==> config.mk <==
export PLATFORM = sky130hd
export DESIGN_NAME = microbot_motor_pwm
export DESIGN_NICKNAME = d
export VERILOG_FILES = /design/src/rtl/microbot_motor_pwm.sv
export SDC_FILE = /design/constraint.sdc
export NUM_CORES = 1
export LEC_CHECK = 0
export BUFFER_PORTS_ARGS = -buffer_cell sky130_fd_sc_hd__buf_2
export CAP_MARGIN = 10
export CORE_ASPECT_RATIO = 0.6
export CORE_MARGIN = 3
export CORE_UTILIZATION = 35
export CTS_CLUSTER_SIZE = 30
export DETAILED_ROUTE_END_ITERATION = 10
export GPL_TIMING_DRIVEN = 0
export PLACE_DENSITY = 0.64
export REMOVE_ABC_BUFFERS = 1
export SLEW_MARGIN = 20
export SYNTH_ARGS = -nofsm -noshare
export SYNTH_HDL_FRONTEND = slang
export SYNTH_SLANG_ARGS = --single-unit
==> constraint.sdc <==
create_clock -name clk -period 3.9 [get_ports clk]
set_clock_uncertainty 0.05 [all_clocks]
set_input_delay 0.195 -clock clk [delete_from_list [all_inputs] [get_ports clk]]
set_output_delay 0.195 -clock clk [all_outputs]
set_load 0.03 [all_outputs]
==> src/rtl/microbot_motor_pwm.sv <==
// microbot_motor_pwm: two-channel H-bridge drive stage.
// Takes signed per-motor speed commands over valid/ready, slews each
// channel's actual speed toward its target (1 LSB per ramp tick), inserts
// dead time on every direction reversal and emits registered PWM/dir pins.
// Optional feature macro: MICROBOT_BRAKE_EN (0x80 becomes a brake command).
module microbot_motor_pwm #(
  parameter int RAMP_DIV = 16,
  parameter int DEADTIME = 4
) (
  input  logic       clk,
  input  logic       rst,
  input  logic       ena,
  input  logic       cmd_valid,
  output logic       cmd_ready,
  input  logic       cmd_motor,
  input  logic [7:0] cmd_speed,
  output logic       pwm_l,
  output logic       dir_l,
  output logic       pwm_r,
  output logic       dir_r,
  output logic       brake_l,
  output logic       brake_r,
  output logic       busy
);

  localparam int DATA_W = 8;
  localparam int PW = $clog2(RAMP_DIV);
  localparam logic [PW-1:0] PRESC_MAX = PW'(RAMP_DIV - 1);
  localparam logic [7:0] DEAD_INIT = 8'(DEADTIME);

  logic                     rst_q;
  logic [PW-1:0]            presc_q;
  logic                     tick;
  logic [6:0]               cnt_q;
  logic signed [DATA_W-1:0] cur_q [2];
  logic signed [DATA_W-1:0] tgt_q [2];
  logic [7:0]               dead_q [2];
  logic [1:0]               dir_q;
  logic [1:0]               pwm_p1;
  logic [1:0]               brake_q;
  logic                     accept;
  logic [1:0]               acc_ch;
  logic signed [DATA_W-1:0] cmd_tgt;
  logic                     cmd_brake;

  // -128 has no positive counterpart; clamp so |speed| always fits 7 bits
  function automatic logic signed [DATA_W-1:0] sat_speed(input logic signed [DATA_W-1:0] s);
    if (s == 8'sh80) return 8'sh81;
    return s;
  endfunction

  // Magnitude of a saturated speed (never -128)
  function automatic logic [6:0] mag7(input logic signed [DATA_W-1:0] s);
    logic signed [DATA_W-1:0] n;
    n = -s;
    return s[7] ? n[6:0] : s[6:0];
  endfunction

  assign cmd_ready = !rst_q && ena;
  assign accept    = cmd_valid && cmd_ready;
  assign acc_ch    = {accept && cmd_motor, accept && !cmd_motor};
  assign tick      = (presc_q == PRESC_MAX);

`ifdef MICROBOT_BRAKE_EN
  assign cmd_brake = (cmd_speed == 8'h80);
  assign cmd_tgt   = cmd_brake ? '0 : $signed(cmd_speed);

  // Brake flag: set by a brake command, cleared by the next accepted command
  always_ff @(posedge clk) begin
    if (rst || !ena) begin
      brake_q <= 2'b00;
    end else begin
      for (int ch = 0; ch < 2; ch++) begin
        if (acc_ch[ch]) brake_q[ch] <= cmd_brake;
      end
    end
  end
`else
  assign cmd_brake = 1'b0;
  assign cmd_tgt   = sat_speed($signed(cmd_speed));
  assign brake_q   = 2'b00;
`endif

  // Registered reset so ready rises one cycle after rst falls
  always_ff @(posedge clk) begin
    rst_q <= rst;
  end

  // Shared ramp prescaler and PWM period counter; both hold while disabled
  always_ff @(posedge clk) begin
    if (rst) begin
      presc_q <= '0;
      cnt_q   <= '0;
    end else if (ena) begin
      presc_q <= tick ? '0 : presc_q + 1'b1;
      cnt_q   <= (cnt_q == 7'd126) ? 7'd0 : cnt_q + 7'd1;
    end
  end

  // Per-channel ramp / dead-time state and registered PWM compare
  always_ff @(posedge clk) begin
    if (rst) begin
      for (int ch = 0; ch < 2; ch++) begin
        cur_q[ch]  <= '0;
        tgt_q[ch]  <= '0;
        dead_q[ch] <= '0;
      end
      dir_q  <= 2'b00;
      pwm_p1 <= 2'b00;
    end else if (!ena) begin
      for (int ch = 0; ch < 2; ch++) begin
        cur_q[ch]  <= '0;
        tgt_q[ch]  <= '0;
        dead_q[ch] <= '0;
      end
      pwm_p1 <= 2'b00;
    end else begin
      for (int ch = 0; ch < 2; ch++) begin
        if (dead_q[ch] != 8'd0) begin
          dead_q[ch] <= dead_q[ch] - 8'd1;
        end else if (tick && (cur_q[ch] != tgt_q[ch])) begin
          if ((cur_q[ch] == 8'sd0) && (tgt_q[ch][7] != dir_q[ch])) begin
            dir_q[ch]  <= tgt_q[ch][7];
            dead_q[ch] <= DEAD_INIT;
          end else if (cur_q[ch] < tgt_q[ch]) begin
            cur_q[ch] <= cur_q[ch] + 8'sd1;
          end else begin
            cur_q[ch] <= cur_q[ch] - 8'sd1;
          end
        end
        // A newer command overrides the target even mid-ramp
        if (acc_ch[ch]) begin
          tgt_q[ch] <= cmd_tgt;
          if (cmd_brake) begin
            cur_q[ch]  <= '0;
            dead_q[ch] <= DEAD_INIT;
          end
        end
        // Pin stage: one cycle from cur/cnt to pin
        pwm_p1[ch] <= (dead_q[ch] == 8'd0) && !brake_q[ch] &&
                      !(acc_ch[ch] && cmd_brake) && (cnt_q < mag7(cur_q[ch]));
      end
    end
  end

  assign pwm_l   = pwm_p1[0];
  assign pwm_r   = pwm_p1[1];
  assign dir_l   = dir_q[0];
  assign dir_r   = dir_q[1];
  assign brake_l = brake_q[0];
  assign brake_r = brake_q[1];
  assign busy    = (cur_q[0] != tgt_q[0]) || (dead_q[0] != 8'd0) ||
                   (cur_q[1] != tgt_q[1]) || (dead_q[1] != 8'd0);

endmodule

==> impl_metrics.toml, run 1 <==
[cts]
cts_made_buffers = 9
cts_tree = "done"
holdBufCountCts = 0
h-tree-depth = 3
cts.clk_slew.worst_paths_ns = 0.06
numClockSinks = 64
clk_latency_ns = 0.34
cts.path.max_buffers = 2
clock-root-buffer = "clkbuf_16"

[sta]
timing.fmax_mhz = 259.5
final-setup-viol-count = 0
final_max_slew_viol_count = 0
setup_tns_ns = 0
period_minus_slack_ns = 3.854
relSlewSlack_pct = 46.32
hold_violations = 0
rsz0062_at_grt = "true"
worst_slew_pin_slew_ns = 0.7978
fin_crit_sh_pct = 98.82

[layout]
finalNetCount = 520
drive_above_1_share_pct = 12.37
fin_cells = 624
n_antenna_cell = 0
fillers = 1068
area_growth_pct = 15.76

[routing]
detail_route.wl_per_cell_um = 15.17
drtAntennaViolNets = 0
wl_mm = 9.469
drcViolationCount = 0
num_vias = 3201
firstDrtPassIters = 4
drt_iter0_markers = 231
vias_per_cell = 5.130

[yosys]
synthMuxAreaShare_pct = 0.9771
synth_most_common_cell = "nor2_1"
synthTopCellsByArea = "edfxtp_1 29%, ha_1 13%, dfxtp_1 12%"
synth_top_cell_area_share_pct = 29.31
synth_area_um2 = 4098
synth_top_area_cell = "edfxtp_1"
synthSimpleGateAreaFrac_pct = 21.68
ys_warn_count = 0
synth_edf_count = 40
synth_commonest_cells = "63 x nor2_1, 42 x ha_1, 40 x edfxtp_1"
synthAdderAreaFrac_pct = 13.31
synth_compound_area_share_pct = 10.32
synthesis.instances = 435
synth_xor_area_share_pct = 8.336
yosysSeqAreaShare_pct = 41.04
async_flop_share_pct = 0
synth_cell_types = 51
synth_flop_cell = "edfxtp_1"
synth-seq-cells = 64
syn_avg_cell_area_um2 = 9.420
synth_top_family_by_area = "simple AND/OR/NAND/NOR gates"

[floorplanning]
die_area_um2 = 13090
ioPinCount = 21
die_w_um = 145.7
design.core.area_um2 = 10990
dieHeight_um = 89.82
num_rows = 29
start_util_pct = 37.27

[placed_design]
io_buffers = 18
dp_cells = 596
gp_congestion = 0.8494
dp_hpwl_mm = 7.007

[critical_path]
arrival_ns = 3.87
cp.required_ns = 3.91
path_class = "reg -> reg"
critical_path.startpoint = "dead_q[0][3]"
worst_setup_path_end_kind = "register"
crit-reg2reg-launch = "dead_q[0][3]"
cp-start-kind = "register"
critPathMaxFanout = 4

[min_path]
hold_path_class = "in -> reg"
min-delay-start = "rst"

[global_routing]
grt_overflow = 0
grt_antenna_before_repair = 0
grt_pass1_vias = 3012
grt_pass1_wl_mm = 15.53
grt_use_total_pct = 14.89
grt_max_degree = 17

[pwr]
peakVddDrop_mv = 0.2174
cellLeakagePower_nw = 1.984
power_density_nw_per_um2 = 437.5

[status]
status = "complete, no violations"

[flow_run]
max_cap_viol_count = 0
-- report_power, final --
part | switching [mW] | internal (mW) | leakage (nW) | total [mW]
clock network | 0.305 | 0.430 | 0.131 | 0.735
registers | 0.0713 | 0.797 | 0.647 | 0.869
logic | 0.249 | 0.222 | 1.21 | 0.472
-- critical path, stage by stage (launching register included) --
cell and delay (ns):
edfxtp_1 0.44, or4_4 0.55, or4_4 0.59, nor4b_4 0.38, o311ai_4 0.18, inv_2 0.10
ha_1 0.23, a21o_1 0.18, a21oi_1 0.25, o21ai_1 0.16, o41ai_2 0.24, xnor2_1 0.15
nor2_1 0.06
-- kinds of logic (layout without fill, tap and decap cells) --
family / Yosys count / after routing
compound gates: 65 / 65
other cells: 1 / 2
fa+ha+maj: 43 / 43
mux: 4 / 4
simple gates: 176 / 176
xor+xnor: 39 / 39
flops: 64 / 64
buf+inv: 43 / 76
-- final cells by class --
cell class / count / area [um2] / share of cell area, %
clock inverter: 5 / 31.28 / 0.6595
multi-input combinational: 329 / 2307 / 48.64
sequential: 64 / 1682 / 35.45
inverter: 30 / 112.6 / 2.374
tap: 155 / 193.9 / 4.089
timing repair buffer: 30 / 183.9 / 3.878
clock buffer: 11 / 232.7 / 4.906
-- flip-flops by register name, summed over array words and instances (netlist names) --
| register | cells |
|---|---|
| cur_q | 16 |
| dead_q | 16 |
| tgt_q | 16 |
| cnt_q | 7 |
| presc_q | 4 |
| dir_q | 2 |
| pwm_p1 | 2 |
| rst_q | 1 |
-- metal layers --
metal	track usage [%]	wire length (um)	up-vias
li1	-	-	1598
met1	22.47	4805	1506
met2	19.68	3674	86
met3	5.075	886	11
met4	4.581	102	0
met5	0	0	-
-- cell usage in the layout, fill, tap and decap left out, drive strengths merged, types with 2 or more instances in the layout --
cell and count:
a211oi 3, a21o 13, a21oi 19, a221oi 2, a311oi 2, and2 7, and3 2, buf 30
clkbuf 11, conb 2, dfxtp 24, edfxtp 40, ha 42, inv 33, mux2i 4, nand2 30
nand2b 12, nand3 8, nand4 8, nand4b 2, nor2 63, nor2b 10, nor3 13, nor3b 2
nor4 6, nor4b 3, o21ai 13, o31ai 4, or2 2, or3 2, or4 3, xnor2 19
xor2 20
-- timing repair --
action	in CTS	in global routing
setup endpoints to repair	3	2
resized for setup	3	12
pin swaps	2	9
setup buffers	6	6
-- metrics by stage --
| step | setup WS (ns) | util (%) | hold slack, ns | power [mW] | area, um2 |
|---|---|---|---|---|---|
| 6_report | 0.04618 | 43.14 | 0.1182 | 2.075 | 4743 |
| 5_1_grt | -0.07387 | 43.14 | 0.1119 | 2.192 | 4743 |
| 4_1_cts | 0.006676 | 42.24 | 0.1045 | 2.060 | 4644 |
| 3_5_place_dp | -0.3549 | 39.33 | 0.4499 | 1.315 | 4324 |
| 3_3_place_gp | -0.3394 | 39.33 | 0.4383 | 1.302 | 4324 |
| 2_1_floorplan | 0.1405 | - | 0.1727 | 1.211 | 4040 |
-- final timing paths --
kind	endpoint	slack, ns	cells after the start
worst max-delay path	cur_q[0][7]	0.05	12
worst min-delay path	rst_q	0.12	1
worst max register to register	cur_q[0][7]	0.05	12
worst min register to register	dead_q[1][1]	0.46	2
Power figures use the tool's default switching activity.
==> run 2, diff against run 1 <==
--- a/config.mk
+++ b/config.mk
@@ -14,7 +14,6 @@
 export DETAILED_ROUTE_END_ITERATION = 10
 export GPL_TIMING_DRIVEN = 0
 export PLACE_DENSITY = 0.64
-export REMOVE_ABC_BUFFERS = 1
 export SLEW_MARGIN = 20
 export SYNTH_ARGS = -nofsm -noshare
 export SYNTH_HDL_FRONTEND = slang
==> run 2 against run 1 <==
  * Flip-flop and latch count stayed put
  * Setup slack improved by 0.12 ns
  * First-iteration DRC count fell by 0.43%
  * Non-clock buffer count up 11
  * Largest cell class unchanged
==> impl_metrics.toml, run 2 (same netlist as run 1, synthesis figures left out) <==
[status]
status = "complete, no violations"

[critical_path]
critPathTopFamily = "simple AND/OR/NAND/NOR gates"
worstPathCellList = "or4_4 -> or4_4 -> buf_6 -> nor4b_4 -> o311ai_4 -> inv_2 -> ha_1 -> nor2b_1 -> o21ai_1 -> nand2b_1 -> a21o_1 -> a21oi_1 -> xor2_1 -> nor2_1"
cp_slowest_cell = "or4_4"
cp-start-kind = "register"
worst_setup_path_end_kind = "register"
cp-endpoint = "cur_q[0][6]"
crit-reg2reg-launch = "dead_q[0][3]"
path_depth = 14
arrival_ns = 3.73
timing.critical_path.mode_cell = "or4_4"
critical_path.startpoint = "dead_q[0][3]"
rr_endpoint = "cur_q[0][6]"
cp.required_ns = 3.90
critical_path.max_stage_delay_ns = 0.56
r2r_setup_slack_ns = 0.17
path_class = "reg -> reg"
cp.buffers_inverters = 2
critPathMaxFanout = 5
reg2reg_depth = 14

[floorplanning]
die_area_um2 = 13090
ioPinCount = 21
dieHeight_um = 89.82
start_util_pct = 37.27
num_rows = 29
die_w_um = 145.7
design.core.area_um2 = 10990

[cts]
cts_tree = "done"
clock-root-buffer = "clkbuf_16"
numClockSinks = 64
cts_made_buffers = 9
cts.clk_slew.worst_paths_ns = 0.05
clk_latency_ns = 0.33
holdBufCountCts = 0
cts.path.max_buffers = 2
h-tree-depth = 3

[layout]
n_antenna_cell = 0
drive_above_1_share_pct = 11.88
final_common_cell = "nor2_1"
area_growth_pct = 17.59
fillers = 1066
largestRegisters = "cur_q: 16 flops, dead_q: 16 flops, tgt_q: 16 flops"
regArea_um2 = 1682
final_cell_mix = "63 x nor2_1, 41 x ha_1, 40 x edfxtp_1"
finalNetCount = 531
fin_cells = 635
stdcell_area_um2 = 4818
multiInputGateArea_um2 = 2285

[routing]
drt_iter0_markers = 230
drcViolationCount = 0
wl_mm = 9.216
drtAntennaViolNets = 0
vias_per_cell = 4.995
firstDrtPassIters = 4
num_vias = 3172
detail_route.wl_per_cell_um = 14.51

[min_path]
hold_path_class = "in -> reg"

[placed_design]
pre_cts_slack_ns = -0.2961
io_buffers = 18
dp_hpwl_mm = 7.011
gp_congestion = 0.8532
dp_cells = 609
placed_cell_area_um2 = 4385

[sta]
worst_slew_pin_slew_ns = 0.7719
hold_violations = 0
fin_crit_sh_pct = 95.72
final-setup-viol-count = 0
final_max_slew_viol_count = 0
relSlewSlack_pct = 48.19
fin_ws_ns = 0.1671
period_minus_slack_ns = 3.733
timing.fmax_mhz = 267.9

[global_routing]
grt_overflow = 0
grt_antenna_before_repair = 0
grt_pass1_vias = 3086
grt_use_total_pct = 14.60
grt_pass1_wl_mm = 15.41
grt_max_degree = 12

[pwr]
finalPower_mw = 2.230
p_int_mw = 1.598
p_clk_share_pct = 38.3
swShare_pct = 28.35
comb_power_share_pct = 23.2
cellLeakagePower_nw = 2.022
peakVddDrop_mv = 0.2698
power_density_nw_per_um2 = 462.8
pwr-share-seq_pct = 38.5
switchingPower_uw = 632.1

[flow_run]
max_cap_viol_count = 0
-- run 2: cell types whose count changed in the layout (fill, tap and decap cells not counted), moves of 2 or more --
cell / before / now
buf_4: 11 / 13
inv_4: 3 / 0
bufinv_16: 0 / 2
clkbuf_1: 2 / 10
-- run 2: repair_timing --
action,in CTS,in global routing
setup buffers,2,8
cloned,0,0
hold endpoints to repair,0,0
endpoints found under the setup margin,3,3
resized for setup,2,11
pin swaps,1,8
-- run 2: worst register-to-register path, delay by kind of cell (launching register included) --
kind / cells / cell delay, ns
AO/OA/AOI/OAI: 4 / 0.67
XOR/XNOR: 1 / 0.16
adder cells (fa/ha/maj): 1 / 0.26
buffers and inverters: 2 / 0.27
flip-flops: 1 / 0.42
AND/OR/NAND/NOR: 6 / 1.64
-- run 2: power groups by stage --
stage	registers (mW)	logic [mW]	clock network (mW)
after floorplan	0.859	0.364	0
after CTS	0.860	0.463	0.873
final	0.859	0.517	0.855
after detailed placement	0.872	0.456	0
after global placement	0.870	0.443	0
after global routing	0.866	0.578	0.901
-- run 2: per-layer routing --
metal  global-route usage (%)  routed length (um)  vias to the layer above
li1                         -                   -                     1616
met1                    21.94                4835                     1483
met2                    20.10                3677                       71
met3                    4.121                 678                        2
met4                    4.423                  24                        0
met5                        0                   0                        -
-- run 2: stage by stage --
stage                     TNS (ns)  hold slack (ns)  util [%]
after global routing      -0.02999          0.02169     43.83
after detailed placement   -0.5326           0.3563     39.89
final                            0          0.03089     43.83
after global placement     -0.4239           0.3547     39.89
after floorplan                  0           0.1727         -
after CTS                        0          0.01676     43.01
-- run 2: layout make-up --
cell class	count	area share [%]
buffer	13	1.402
clock buffer	10	4.752
clock inverter	6	1.740
inverter	30	2.337
multi-input combinational	329	47.42
sequential	64	34.90
tap	155	4.025
timing repair buffer	28	3.428
-- run 2: worst min path at each step --
stage,startpoint,slack (ns),cells after the start,endpoint
2_1_floorplan,rst,0.17,0,rst_q
3_3_place_gp,rst,0.35,1,rst_q
3_5_place_dp,rst,0.36,1,rst_q
4_1_cts,rst,0.02,1,rst_q
5_1_grt,rst,0.02,1,rst_q
6_report,rst,0.03,1,rst_q
